**config.mk**
```make
export PLATFORM = sky130hd
export DESIGN_NAME = seq_signed_mult_flat
export DESIGN_NICKNAME = d
export VERILOG_FILES = /design/src/rtl/seq_signed_mult_if.sv /design/src/rtl/seq_signed_mult.sv /design/src/flat_wrapper.sv
export SDC_FILE = /design/constraint.sdc
export NUM_CORES = 1
export LEC_CHECK = 0
export CAP_MARGIN = 20
export CORE_MARGIN = 5
export CORE_UTILIZATION = 40
export CTS_CLUSTER_SIZE = 12
export DETAILED_ROUTE_END_ITERATION = 10
export GPL_ROUTABILITY_DRIVEN = 1
export GPL_TIMING_DRIVEN = 1
export PLACE_DENSITY_LB_ADDON = 0.12
export SLEW_MARGIN = 30
export SYNTH_ARGS = -nofsm -noshare
export SYNTH_HDL_FRONTEND = slang
export SYNTH_SLANG_ARGS = --single-unit
```
**constraint.sdc**
```tcl
create_clock -name clk -period 4.73 [get_ports clk]
set_clock_uncertainty 0.1 [all_clocks]
set_input_delay 0.946 -clock clk [delete_from_list [all_inputs] [get_ports clk]]
set_output_delay 0.946 -clock clk [all_outputs]
set_load 0.03 [all_outputs]
```
**src/rtl/seq_signed_mult_if.sv**
```systemverilog
// Start/done handshake and result bus for seq_signed_mult.
//   master : drives start, a, b; observes busy, done, full_product, result, overflow
//   slave  : the multiplier side
interface seq_signed_mult_if #(
  parameter int A_WIDTH   = 16,
  parameter int B_WIDTH   = 16,
  parameter int OUT_WIDTH = 16
);
  logic                         start;
  logic [A_WIDTH-1:0]           a;
  logic [B_WIDTH-1:0]           b;
  logic                         busy;
  logic                         done;
  logic [A_WIDTH+B_WIDTH-1:0]   full_product;
  logic [OUT_WIDTH-1:0]         result;
  logic                         overflow;

  modport master (
    output start, a, b,
    input  busy, done, full_product, result, overflow
  );

  modport slave (
    input  start, a, b,
    output busy, done, full_product, result, overflow
  );
endinterface

```
**src/rtl/seq_signed_mult.sv**
```systemverilog
// Multi-cycle signed multiplier: sign-magnitude shift-add, one multiplier bit
// per clock. Produces the exact product plus a rounded (half toward +inf),
// right-shifted by FRAC_BITS, saturated OUT_WIDTH result.
// Ports:
//   clk  : rising-edge clock
//   rst  : synchronous active-high reset (aborts any operation in flight)
//   bus  : slave side of seq_signed_mult_if (start/a/b in; busy/done/
//          full_product/result/overflow out, all registered)
// Latency: start accepted at edge k -> done visible after edge k+B_WIDTH+1.
module seq_signed_mult #(
  parameter int A_WIDTH   = 16,
  parameter int B_WIDTH   = 16,
  parameter int OUT_WIDTH = 16,
  parameter int FRAC_BITS = 15
) (
  input  logic              clk,
  input  logic              rst,
  seq_signed_mult_if.slave  bus
);
  localparam int P  = A_WIDTH + B_WIDTH;
  localparam int CW = $clog2(B_WIDTH + 1);

  // Scaling constants, all at P+1 bits so the rounding add cannot wrap.
  localparam logic signed [P:0] ONE   = (P+1)'(1);
  localparam logic signed [P:0] RND   = (ONE <<< FRAC_BITS) >>> 1; // 0 when FRAC_BITS==0
  localparam logic signed [P:0] MAX_V = (ONE <<< (OUT_WIDTH-1)) - ONE;
  localparam logic signed [P:0] MIN_V = -(ONE <<< (OUT_WIDTH-1));

  typedef enum logic [1:0] {IDLE, RUN, FINISH} state_t;

  state_t             state;
  logic [P-1:0]       acc;
  logic [P-1:0]       mcand;   // |a| pre-shifted to the current bit position
  logic [B_WIDTH-1:0] mplier;  // |b|, consumed LSB first
  logic [CW-1:0]      cnt;
  logic               sign;

  // Magnitudes: the most-negative value negates to itself, which read as
  // unsigned is exactly 2^(W-1).
  logic [A_WIDTH-1:0] a_mag;
  logic [B_WIDTH-1:0] b_mag;
  assign a_mag = bus.a[A_WIDTH-1] ? (~bus.a + A_WIDTH'(1)) : bus.a;
  assign b_mag = bus.b[B_WIDTH-1] ? (~bus.b + B_WIDTH'(1)) : bus.b;

  // Final signed product and scaling. acc never exceeds 2^(P-2), so the
  // negation fits; a zero accumulator negates to zero (no -0).
  logic signed [P-1:0] prod;
  logic signed [P:0]   rnd_sum;
  logic signed [P:0]   scaled;
  assign prod    = $signed(sign ? (~acc + P'(1)) : acc);
  assign rnd_sum = {prod[P-1], prod} + RND;
  assign scaled  = rnd_sum >>> FRAC_BITS;

  always_ff @(posedge clk) begin
    if (rst) begin
      state            <= IDLE;
      acc              <= '0;
      mcand            <= '0;
      mplier           <= '0;
      cnt              <= '0;
      sign             <= 1'b0;
      bus.busy         <= 1'b0;
      bus.done         <= 1'b0;
      bus.full_product <= '0;
      bus.result       <= '0;
      bus.overflow     <= 1'b0;
    end else begin
      bus.done <= 1'b0;
      case (state)
        IDLE: begin
          if (bus.start) begin
            mcand    <= {{B_WIDTH{1'b0}}, a_mag};
            mplier   <= b_mag;
            sign     <= bus.a[A_WIDTH-1] ^ bus.b[B_WIDTH-1];
            acc      <= '0;
            cnt      <= CW'(B_WIDTH);
            bus.busy <= 1'b1;
            state    <= RUN;
          end
        end
        RUN: begin
          if (mplier[0]) acc <= acc + mcand;
          mcand  <= mcand << 1;
          mplier <= mplier >> 1;
          cnt    <= cnt - CW'(1);
          if (cnt == CW'(1)) state <= FINISH;
        end
        FINISH: begin
          bus.full_product <= prod;
          if (scaled > MAX_V) begin
            bus.result   <= MAX_V[OUT_WIDTH-1:0];
            bus.overflow <= 1'b1;
          end else if (scaled < MIN_V) begin
            bus.result   <= MIN_V[OUT_WIDTH-1:0];
            bus.overflow <= 1'b1;
          end else begin
            bus.result   <= scaled[OUT_WIDTH-1:0];
            bus.overflow <= 1'b0;
          end
          bus.done <= 1'b1;
          bus.busy <= 1'b0;
          state    <= IDLE;
        end
        default: state <= IDLE;
      endcase
    end
  end
endmodule

```
**src/flat_wrapper.sv**
```systemverilog
// flat-port wrapper written by rule: the top's interface ports become plain ports
module seq_signed_mult_flat 
#(
  parameter int A_WIDTH   = 16,
  parameter int B_WIDTH   = 16,
  parameter int OUT_WIDTH = 16,
  parameter int FRAC_BITS = 15
)
  (clk, rst, bus_start, bus_a, bus_b, bus_busy, bus_done, bus_full_product, bus_result, bus_overflow);
  seq_signed_mult_if #(.A_WIDTH(A_WIDTH), .B_WIDTH(B_WIDTH), .OUT_WIDTH(OUT_WIDTH)) bus_i ();
  input  logic clk;
  input  logic rst;
  input wire logic [$bits(bus_i.start)-1:0] bus_start;
  input wire logic [$bits(bus_i.a)-1:0] bus_a;
  input wire logic [$bits(bus_i.b)-1:0] bus_b;
  output wire logic [$bits(bus_i.busy)-1:0] bus_busy;
  output wire logic [$bits(bus_i.done)-1:0] bus_done;
  output wire logic [$bits(bus_i.full_product)-1:0] bus_full_product;
  output wire logic [$bits(bus_i.result)-1:0] bus_result;
  output wire logic [$bits(bus_i.overflow)-1:0] bus_overflow;
  assign bus_i.start = bus_start;
  assign bus_i.a = bus_a;
  assign bus_i.b = bus_b;
  assign bus_busy = bus_i.busy;
  assign bus_done = bus_i.done;
  assign bus_full_product = bus_i.full_product;
  assign bus_result = bus_i.result;
  assign bus_overflow = bus_i.overflow;
  seq_signed_mult #(.A_WIDTH(A_WIDTH), .B_WIDTH(B_WIDTH), .OUT_WIDTH(OUT_WIDTH), .FRAC_BITS(FRAC_BITS)) u_core (.clk(clk), .rst(rst), .bus(bus_i));
endmodule
```
* Yosys cells after proc, flatten, opt, wreduce, memory -nomap -nowiden
Index checks and enable logic that the tools add are counted.
** Word-level totals
- Output and inout port bits :: 51
- Word-level logic and storage cells :: 59
- Input port bits :: 35
- Register bits after elaboration :: 139
** Cells by class
- Add/subtract/negate cells :: 6
- Order comparisons :: 2
- Bitwise gates (word level) :: 4
- Reduce and logical (&&, ||, !) cells :: 8
- Multiplexer cells :: 22
- Equality and inequality tests :: 6
** Operators with widths (count)
- 32-bit 2-to-1 mux :: 4
- 32-bit case mux with 2 select lines :: 2
- 16-bit 2-to-1 mux :: 5
- 32-bit by 16-bit adder with 33-bit output (second input constant) :: 1
- 16-bit by 1-bit adder with 16-bit output (second input constant) :: 2
- 32-bit by 1-bit adder with 32-bit output (second input constant) :: 1
- 32-bit adder :: 1
- 16-bit NOT :: 2
- 32-bit NOT :: 1
- 16-bit case mux with 2 select lines :: 1
- 18-bit by 16-bit > comparator with 1-bit output (second input constant) :: 1
- 18-bit by 16-bit less-than comparator with 1-bit output (second input constant) :: 1
- 5-bit case mux with 2 select lines :: 1
- 2-bit AND reduction :: 4
- 5-bit by 1-bit == test with 1-bit output (second input constant) :: 1
- 5-bit 2-to-1 mux :: 1
- 5-bit by 1-bit subtractor with 5-bit output (second input constant) :: 1
- 1-bit 2-to-1 mux :: 4
- 2-bit 2-to-1 mux :: 2
- 2-bit by 1-bit != test with 1-bit output (second input constant) :: 2
- 2-bit case mux with 2 select lines :: 1
- 2-bit nonzero test :: 2
- 3-bit AND reduction :: 1
- 2-bit by 1-bit == test with 1-bit output (second input constant) :: 1
- other kinds (5) :: 5

* Depth between registers and ports, before layout
Gate-level depths: netlist (run 1).
- Depth in word-level cells :: 7
- Gate-level depth with buffers :: 16
- Mapped depth without buffers :: 15

* Worst setup path after synthesis (run 1)
Ideal clock, no wire load.
- Path kind :: register -> register
- Start :: register u_core.acc[1]
- End :: register u_core.bus.result[6]
- Setup time :: 0.074 ns
- Arrival :: 3.697 ns
- Path buffers :: 1
- Stages on the path, launching flop included :: 17
- Required time :: 4.556 ns
- Period minus slack after synthesis :: 3.870 ns
- Path slack :: 0.860 ns
- Cells stage by stage :: dfxtp_1 -> inv_1 -> ha_1 -> nor4b_2 -> nand3_1 -> or3_1 -> nand2_1 -> xnor2_1 -> ha_1 -> nor2b_1 -> nor4b_1 -> nand4_2 -> mux2i_1 -> o211ai_2 -> buf_12 -> a21oi_2 -> nor3_2
** On the way
- Cells in the longest elaborated chain, start to end :: 7
- Elaborated cells on any way between the ends :: 8
- Classes of those cells :: add/sub (2); order compare (2); mux (3); bitwise (1)
** RTL lines
- from (decl) :: RTL line seq_signed_mult.sv:32 : logic [P-1:0] acc;
- from (signal assigned) :: RTL line seq_signed_mult.sv:82 : if (mplier[0]) acc <= acc + mcand;
- 32-bit NOT (*) :: RTL line seq_signed_mult.sv:50 : assign prod = $signed(sign ? (~acc + P'(1)) : acc);
- 32-bit by 1-bit adder with 32-bit output (*) :: RTL line seq_signed_mult.sv:50
- 32-bit 2-to-1 mux (*) :: RTL line seq_signed_mult.sv:50
- via u_core.prod[14] :: RTL line seq_signed_mult.sv:47 : logic signed [P-1:0] prod;
- 32-bit by 16-bit adder with 33-bit output (*) :: RTL line seq_signed_mult.sv:51 : assign rnd_sum = {prod[P-1], prod} + RND;
- 18-bit by 16-bit less-than comparator with 1-bit output :: RTL line seq_signed_mult.sv:93 : end else if (scaled < MIN_V) begin
- 16-bit 2-to-1 mux :: RTL line seq_signed_mult.sv:93
- 16-bit 2-to-1 mux (*) :: RTL line seq_signed_mult.sv:90 : if (scaled > MAX_V) begin
- to (signal assigned) :: RTL line seq_signed_mult.sv:91 : bus.result <= MAX_V[OUT_WIDTH-1:0];
- to (signal assigned) :: RTL line seq_signed_mult.sv:94 : bus.result <= MIN_V[OUT_WIDTH-1:0];
- to (signal assigned) :: RTL line seq_signed_mult.sv:97 : bus.result <= scaled[OUT_WIDTH-1:0];
- to (decl) :: RTL line seq_signed_mult_if.sv:25 : output busy, done, full_product, result, overflow
The timed path passes the listed nets; every way through them passes the cells marked *.
A chain may end at the register's enable or synchronous reset.

* Worst setup path in the final report (run 1)
- Start :: register u_core.acc[1]
- End :: register u_core.bus.result[2]
The elaborated chain is that of the path after synthesis.

==> results of run 1 <==
==> metrics by stage <==
stage / power, mW / instances / setup WS, ns / area (sq um) / hold slack [ns]
finish: 2.95 / 1377 / 0.618 / 10100 / 0.372
global route: 3.07 / 1377 / 0.180 / 10100 / 0.377
CTS: 2.99 / 1377 / 0.390 / 10100 / 0.372
detailed placement: 1.63 / 1347 / 0.409 / 9520 / 0.356
global placement: 1.63 / 1347 / 0.503 / 9520 / 0.359
floorplan: 1.50 / 1035 / 0.860 / 8450 / 0.334
==> power by group <==
| part | total [mW] | internal (mW) | leakage [nW] | switching (mW) |
|---|---|---|---|---|
| logic | 0.359 | 0.142 | 2.54 | 0.218 |
| registers | 1.24 | 1.21 | 1.13 | 0.0346 |
| clock network | 1.35 | 0.833 | 0.283 | 0.516 |
==> sequential cells by signal, indices dropped and copies added (netlist names) <==
| signal | flops |
|---|---|
| u_core.mcand | 32 |
| u_core.bus.done | 1 |
| u_core.cnt | 5 |
| u_core.bus.busy | 1 |
| u_core.mplier | 16 |
| u_core.acc | 32 |
| u_core.state | 2 |
| u_core.bus.overflow | 1 |
| u_core.bus.full_product | 32 |
| u_core.sign | 1 |
| u_core.bus.result | 16 |
==> per-layer routing <==
layer | vias to the layer above | global-route usage (%)
li1 | 3881 | -
met3 | 21 | 3.67
met1 | 3477 | 25.0
met5 | - | 0
met2 | 167 | 29.0
met4 | 0 | 5.42
==> cell families (layout without fill, tap and decap cells) <==
kind of cell	after synthesis	count (layout)	share of synthesized area (%)
AOI/OAI and AO/OA	307	307	25.4
muxes	5	5	0.593
buffers and inverters	80	147	3.95
and+or+nand+nor	373	373	21.7
xor gates and xnor gates	93	93	9.64
adders and majority gates	38	38	5.72
DFF	139	139	32.9
==> worst min-delay path: cells and delay by family (launching register included) <==
family          cells  cell delay [ns]
compound gates      1             0.06
simple gates        1             0.05
flops               1             0.31
==> worst max path at each step <==
stage	from	to	slack, ns
finish	u_core.acc[1]$_SDFFE_PP0P_	u_core.bus.result[2]$_SDFFE_PP0P_	0.62
CTS	u_core.acc[1]$_SDFFE_PP0P_	u_core.bus.result[2]$_SDFFE_PP0P_	0.39
detailed placement	u_core.acc[1]$_SDFFE_PP0P_	u_core.bus.result[2]$_SDFFE_PP0P_	0.41
floorplan	u_core.acc[1]$_SDFFE_PP0P_	u_core.bus.result[6]$_SDFFE_PP0P_	0.86
global placement	u_core.acc[1]$_SDFFE_PP0P_	u_core.bus.overflow$_SDFFE_PP0P_	0.50
global route	u_core.acc[0]$_SDFFE_PP0P_	u_core.bus.overflow$_SDFFE_PP0P_	0.18
==> repair_timing <==
item	CTS	global route
setup endpoints to repair	0	3
gates resized for setup	0	1
hold buffers	0	0
==> final cells by class <==
cell class                      count  area share [%]
Multi-Input combinational cell    816            53.0
Sequential cell                   139            27.5
Timing Repair Buffer              101            9.69
Clock buffer                       18            4.34
Tap cell                          275            3.40
Clock inverter                     12            1.48
Inverter                           16           0.593
==> cells in the mapped netlist, drive strengths merged, types with 4 or more instances <==
cell type / instances
dfxtp: 139
nor2: 120
nand2: 89
a21oi: 83
xnor2: 52
clkbuf: 50
nor3: 44
xor2: 41
o21ai: 39
a211oi: 37
ha: 37
a22oi: 36
nand3: 33
a21o: 19
o31ai: 19
inv: 16
or4: 16
buf: 14
a22o: 13
or3: 13
nand2b: 9
nor2b: 9
o21a: 9
a31oi: 8
or2: 8
a221oi: 7
and3: 7
o41ai: 7
mux2i: 5
nor4: 5
o21bai: 5
and2: 4
==> flow_summary.yaml, run 1 <==
synthesis:
  yosysTopAreaCellShare_pct: 32.9
  netlist_instances: 1035
  synth.top_cells.by_area: "dfxtp_1 (33%), ha_1 (5.5%), xnor2_1 (5.4%), nor2_1 (5.3%), a21oi_1 (4.3%)"
  synth_area_leader_cell: "dfxtp_1"
  async_flop_share_pct: 0
  ys_seq_area_share_pct: 32.9
  synth_area_sq_um: 8450
  synth_nets: 1108
  synth_edf_count: 0
  syn_area_per_cell_sq_um: 8.16
  ys_warn_count: 0
  ys_types: 72
  synth_ff_type: "dfxtp_1"
  ys_ff_latch: 139
critical_path:
  r2r_end: "u_core.bus.result[2]$_SDFFE_PP0P_"
  slowest_stage: "o211ai_4"
  ff2ff_setup_slack_ns: 0.62
  crit_type: "reg -> reg"
  required_ns: 4.98
  endpoint_kind: "flop"
  critical_path.max_stage_delay_ns: 0.54
  reg2reg_depth: 16
  path_common_cell: "ha_1"
  crit_chain: "inv_1 > ha_1 > nor4b_2 > nand3_1 > or3_1 > nand2_1 > xnor2_1 > ha_1 > nor2b_1 > nor4b_1 > buf_4 > nand4_2 > mux2i_1 > o211ai_4 > a21oi_1 > nor3_1"
  path_max_fanout: 16
  crit_buf_inv: 2
  crit_family: "simple AND/OR/NAND/NOR gates"
  arrival_ns: 4.36
  start_kind: "flop"
  crit_cells: 16
  reg2reg_from: "u_core.acc[1]$_SDFFE_PP0P_"
floorplanning:
  start_util_pct: 40.4
  row_count: 53
  die_h_um: 155
  die_w_um: 155
  ios: 86
  die_area_sq_um: 24100
  core_sq_um: 20900
final_layout:
  fin_util_pct: 48.5
  antenna_cells: 0
  fillCellCount: 2100
  layout_commonest_cell: "dfxtp_1"
  drive_above_1_share_pct: 8.44
  multi_input_area_sq_um: 5370
  fin_nets: 1164
  final_cell_mix: "dfxtp_1 (139), nor2_1 (117), nand2_1 (89)"
  syn_to_final_growth_pct: 19.9
  regArea_sq_um: 2780
worst_hold_path:
  whs_path_depth: 2
  hp-start: "u_core.bus.full_product[0]$_SDFFE_PP0P_"
  hold_path_class: "reg -> reg"
  hold_end: "u_core.bus.full_product[0]$_SDFFE_PP0P_"
drt:
  avgRoutedWirePerCell_um: 15.9
  num_vias: 7546
  drt_wl_total_mm: 21.9
  wl_met1_mm: 10.7
  drt_iter0_markers: 440
  ant_nets: 0
  drc_errors: 0
  wl_met2_mm: 9.79
  routed.top_layer: "met4"
  drt_first_pass_iters: 5
  wl_met3_mm: 1.13
  via_per_inst: 5.48
cts:
  root_buffer: "clkbuf_16"
  cts_max_level: 4
  cts_tree: "yes"
  post_cts_buffers: 0
  clock-sinks: 139
  cts_made_buffers: 17
  clkLatencyLatePin_ns: 0.42
  clockBufferDepth: 2
  path_clk_slew_ns: 0.06
sta:
  fmax_mhz: 243
  setup_tns_ns: 0
  maxSlewHeadroom_pct: 54.4
  fin_crit_sh_pct: 86.9
  worst_slew_pin_slew_ns: 0.666
  drv_slew: 0
  hold_violations: 0
  setup_viol: 0
  rsz0062_at_grt: "no"
  min_period_ns: 4.11
global_route:
  grt_max_degree: 70
  grt_pass1_vias: 7069
  grt_overflow_total: 0
  grt_pass1_wl_mm: 36.4
  grt.total_usage_pct: 18.2
  antenna_found_initial: 0
pwr:
  p_leak_nw: 3.95
  p_per_area_nw_per_um2: 291
  ir_drop_mv: 0.206
status:
  outcome: "finished, final reports clean"
placed_design:
  dp_hpwl_mm: 16.0
  io_buffers: 85
  gp_congestion: 0.840
run:
  drv_cap: 0
Note: power is estimated with default switching activity, not from simulation.
==> run 2: changes to the inputs <==
--- a/config.mk
+++ b/config.mk
@@ -12,6 +12,7 @@
 export DETAILED_ROUTE_END_ITERATION = 10
 export GPL_ROUTABILITY_DRIVEN = 1
 export GPL_TIMING_DRIVEN = 1
+export HOLD_SLACK_MARGIN = 0.12
 export PLACE_DENSITY_LB_ADDON = 0.12
 export SLEW_MARGIN = 30
 export SYNTH_ARGS = -nofsm -noshare
==> results of run 2 <==
The final DEF is identical to that of run 1; final timing and power are the same.
==> run 3: changes to the inputs <==
--- a/config.mk
+++ b/config.mk
@@ -10,7 +10,6 @@
 export CORE_UTILIZATION = 40
 export CTS_CLUSTER_SIZE = 12
 export DETAILED_ROUTE_END_ITERATION = 10
-export GPL_ROUTABILITY_DRIVEN = 1
 export GPL_TIMING_DRIVEN = 1
 export HOLD_SLACK_MARGIN = 0.12
 export PLACE_DENSITY_LB_ADDON = 0.12
==> constraint.sdc (replaced) <==
create_clock -name clk -period 4.73 [get_ports clk]
set_clock_uncertainty 0.1 [all_clocks]
set_input_delay 0.7095 -clock clk [delete_from_list [all_inputs] [get_ports clk]]
set_output_delay 0.7095 -clock clk [all_outputs]
set_load 0.03 [all_outputs]
==> run 3 against run 2 <==
Effect of this change:
- via count decreased by 0.17%
- final area increased by 0.14%
- count of clock-buffer cells in the layout increased by 4
- worst setup slack improved by 0.0014 ns
- die area unchanged
- critical endpoint is now u_core.bus.result[4]$_SDFFE_PP0P_
==> flow_summary.yaml, run 3 (same netlist as run 1, synthesis figures left out) <==
global_route:
  grt_overflow_total: 0
  grt_pass1_vias: 6963
  grt.total_usage_pct: 18.3
  antenna_found_initial: 0
  grt_pass1_wl_mm: 36.5
  grt_max_degree: 85
drt:
  ant_nets: 0
  drc_errors: 0
  drt_iter0_markers: 568
  via_per_inst: 5.47
  drt_first_pass_iters: 5
  num_vias: 7533
  avgRoutedWirePerCell_um: 15.8
  drt_wl_total_mm: 21.8
floorplanning:
  die_area_sq_um: 24100
  row_count: 53
  die_h_um: 155
  die_w_um: 155
  start_util_pct: 40.4
  ios: 86
  core_sq_um: 20900
critical_path:
  path_common_cell: "ha_1"
  r2r_end: "u_core.bus.result[4]$_SDFFE_PP0P_"
  ff2ff_setup_slack_ns: 0.62
  reg2reg_depth: 16
  critical_path.max_stage_delay_ns: 0.54
  crit_chain: "inv_1 > ha_1 > nor4b_2 > nand3_1 > or3_1 > nand2_1 > xnor2_1 > ha_1 > nor2b_1 > nor4b_1 > buf_4 > nand4_2 > mux2i_1 > o211ai_4 > a21oi_1 > nor3_1"
  endpoint_kind: "flop"
  path_max_fanout: 16
  required_ns: 4.98
  reg2reg_from: "u_core.acc[1]$_SDFFE_PP0P_"
  slowest_stage: "o211ai_4"
  crit_type: "reg -> reg"
  start_kind: "flop"
  arrival_ns: 4.36
final_layout:
  drive_above_1_share_pct: 8.35
  fin_nets: 1162
  syn_to_final_growth_pct: 20.0
  layout_commonest_cell: "dfxtp_1"
  final_cell_mix: "dfxtp_1 (139), nor2_1 (117), nand2_1 (89)"
  antenna_cells: 0
  top_regs: "u_core.acc (32), u_core.bus.full_product (32), u_core.mcand (32)"
placed_design:
  io_buffers: 85
  gp_congestion: 0.853
  dp_hpwl_mm: 15.6
sta:
  setup_tns_ns: 0
  setup_viol: 0
  hold_ws_ns: 0.363
  hold_violations: 0
  fin_crit_sh_pct: 86.9
  fmax_mhz: 243
  worst_slew_pin_slew_ns: 0.700
  maxSlewHeadroom_pct: 53.3
  drv_slew: 0
  min_period_ns: 4.11
  rsz0062_at_grt: "no"
worst_hold_path:
  hold_path_class: "reg -> reg"
  hp-start: "u_core.bus.full_product[0]$_SDFFE_PP0P_"
  whs_path_depth: 2
  hold_end: "u_core.bus.full_product[0]$_SDFFE_PP0P_"
pwr:
  p_per_area_nw_per_um2: 297
  ir_drop_mv: 0.207
  power_mw: 3.01
  p_leak_nw: 3.96
cts:
  root_buffer: "clkbuf_16"
  holdBufCountCts: 0
  cts_made_buffers: 17
  clockBufferDepth: 2
  path_clk_slew_ns: 0.06
  clkLatencyLatePin_ns: 0.42
  cts_max_level: 4
  clock-sinks: 139
  cts_tree: "yes"
status:
  outcome: "finished, final reports clean"
run:
  drv_cap: 0
## run 3: cell count changes in the layout (fill, tap and decap cells not counted)
cell,previous run,this run
buf_12,1,0
buf_4,16,14
buf_6,0,1
clkbuf_1,0,1
clkbuf_8,1,4
clkinv_2,4,3
clkinv_4,2,1
clkinvlp_4,3,2
inv_6,0,1
nor2_2,1,0
nor2_4,2,3
## run 3: cell type report
cell class | count | area (sq um)
Clock buffer | 22 | 484
Timing Repair Buffer | 99 | 957
Multi-Input combinational cell | 816 | 5370
Fill cell | 2101 | 10700
Inverter | 16 | 60.1
Sequential cell | 139 | 2780
Clock inverter | 10 | 138
Tap cell | 275 | 344
## run 3: metrics by stage
step	std cells	cell area, sq um	worst slack [ns]	util [%]
2_1_floorplan	1035	8450	0.860	-
3_3_place_gp	1345	9500	0.529	45.5
3_5_place_dp	1345	9510	0.435	45.5
4_1_cts	1377	10100	0.411	48.5
5_1_grt	1377	10100	0.202	48.5
6_report	1377	10100	0.619	48.5
## run 3: metal layers
layer  share of wire [%]  GRT usage (%)  wire [um]
met1                  50           26.4      10900
met2                  44           27.8       9490
met3                 5.0           3.34       1100
met5                   0              0          0
met4                 1.3           5.25        279
## run 3: worst max-delay path, delay by kind of cell (launching register included)
family	cells	cell delay, ns
simple gates	8	1.86
fa+ha+maj	2	0.45
compound gates	2	0.63
flops	1	0.38
buf+inv	2	0.28
xor+xnor	1	0.14
mux	1	0.18
## run 3: power by group
| group | leakage (nW) | internal [mW] | switching (mW) | total (mW) |
|---|---|---|---|---|
| Combinational | 2.53 | 0.139 | 0.218 | 0.356 |
| Clock | 0.303 | 0.886 | 0.528 | 1.41 |
| Sequential | 1.13 | 1.21 | 0.0335 | 1.24 |
## run 3: worst max-delay path by stage
stage | startpoint | to | slack [ns] | cells past startpoint
floorplan | u_core.acc[1]$_SDFFE_PP0P_ | u_core.bus.result[6]$_SDFFE_PP0P_ | 0.86 | 16
global placement | u_core.acc[1]$_SDFFE_PP0P_ | u_core.bus.overflow$_SDFFE_PP0P_ | 0.53 | 16
detailed placement | u_core.acc[1]$_SDFFE_PP0P_ | u_core.bus.result[3]$_SDFFE_PP0P_ | 0.44 | 16
CTS | u_core.acc[0]$_SDFFE_PP0P_ | u_core.bus.result[3]$_SDFFE_PP0P_ | 0.41 | 16
global route | u_core.acc[0]$_SDFFE_PP0P_ | u_core.bus.result[1]$_SDFFE_PP0P_ | 0.20 | 16
finish | u_core.acc[1]$_SDFFE_PP0P_ | u_core.bus.result[4]$_SDFFE_PP0P_ | 0.62 | 16
## run 3: timing repair
item                       CTS  global route
setup endpoints to repair    0             4
hold endpoints to repair     0             0
resized for setup            0             1
buffers inserted             0             0
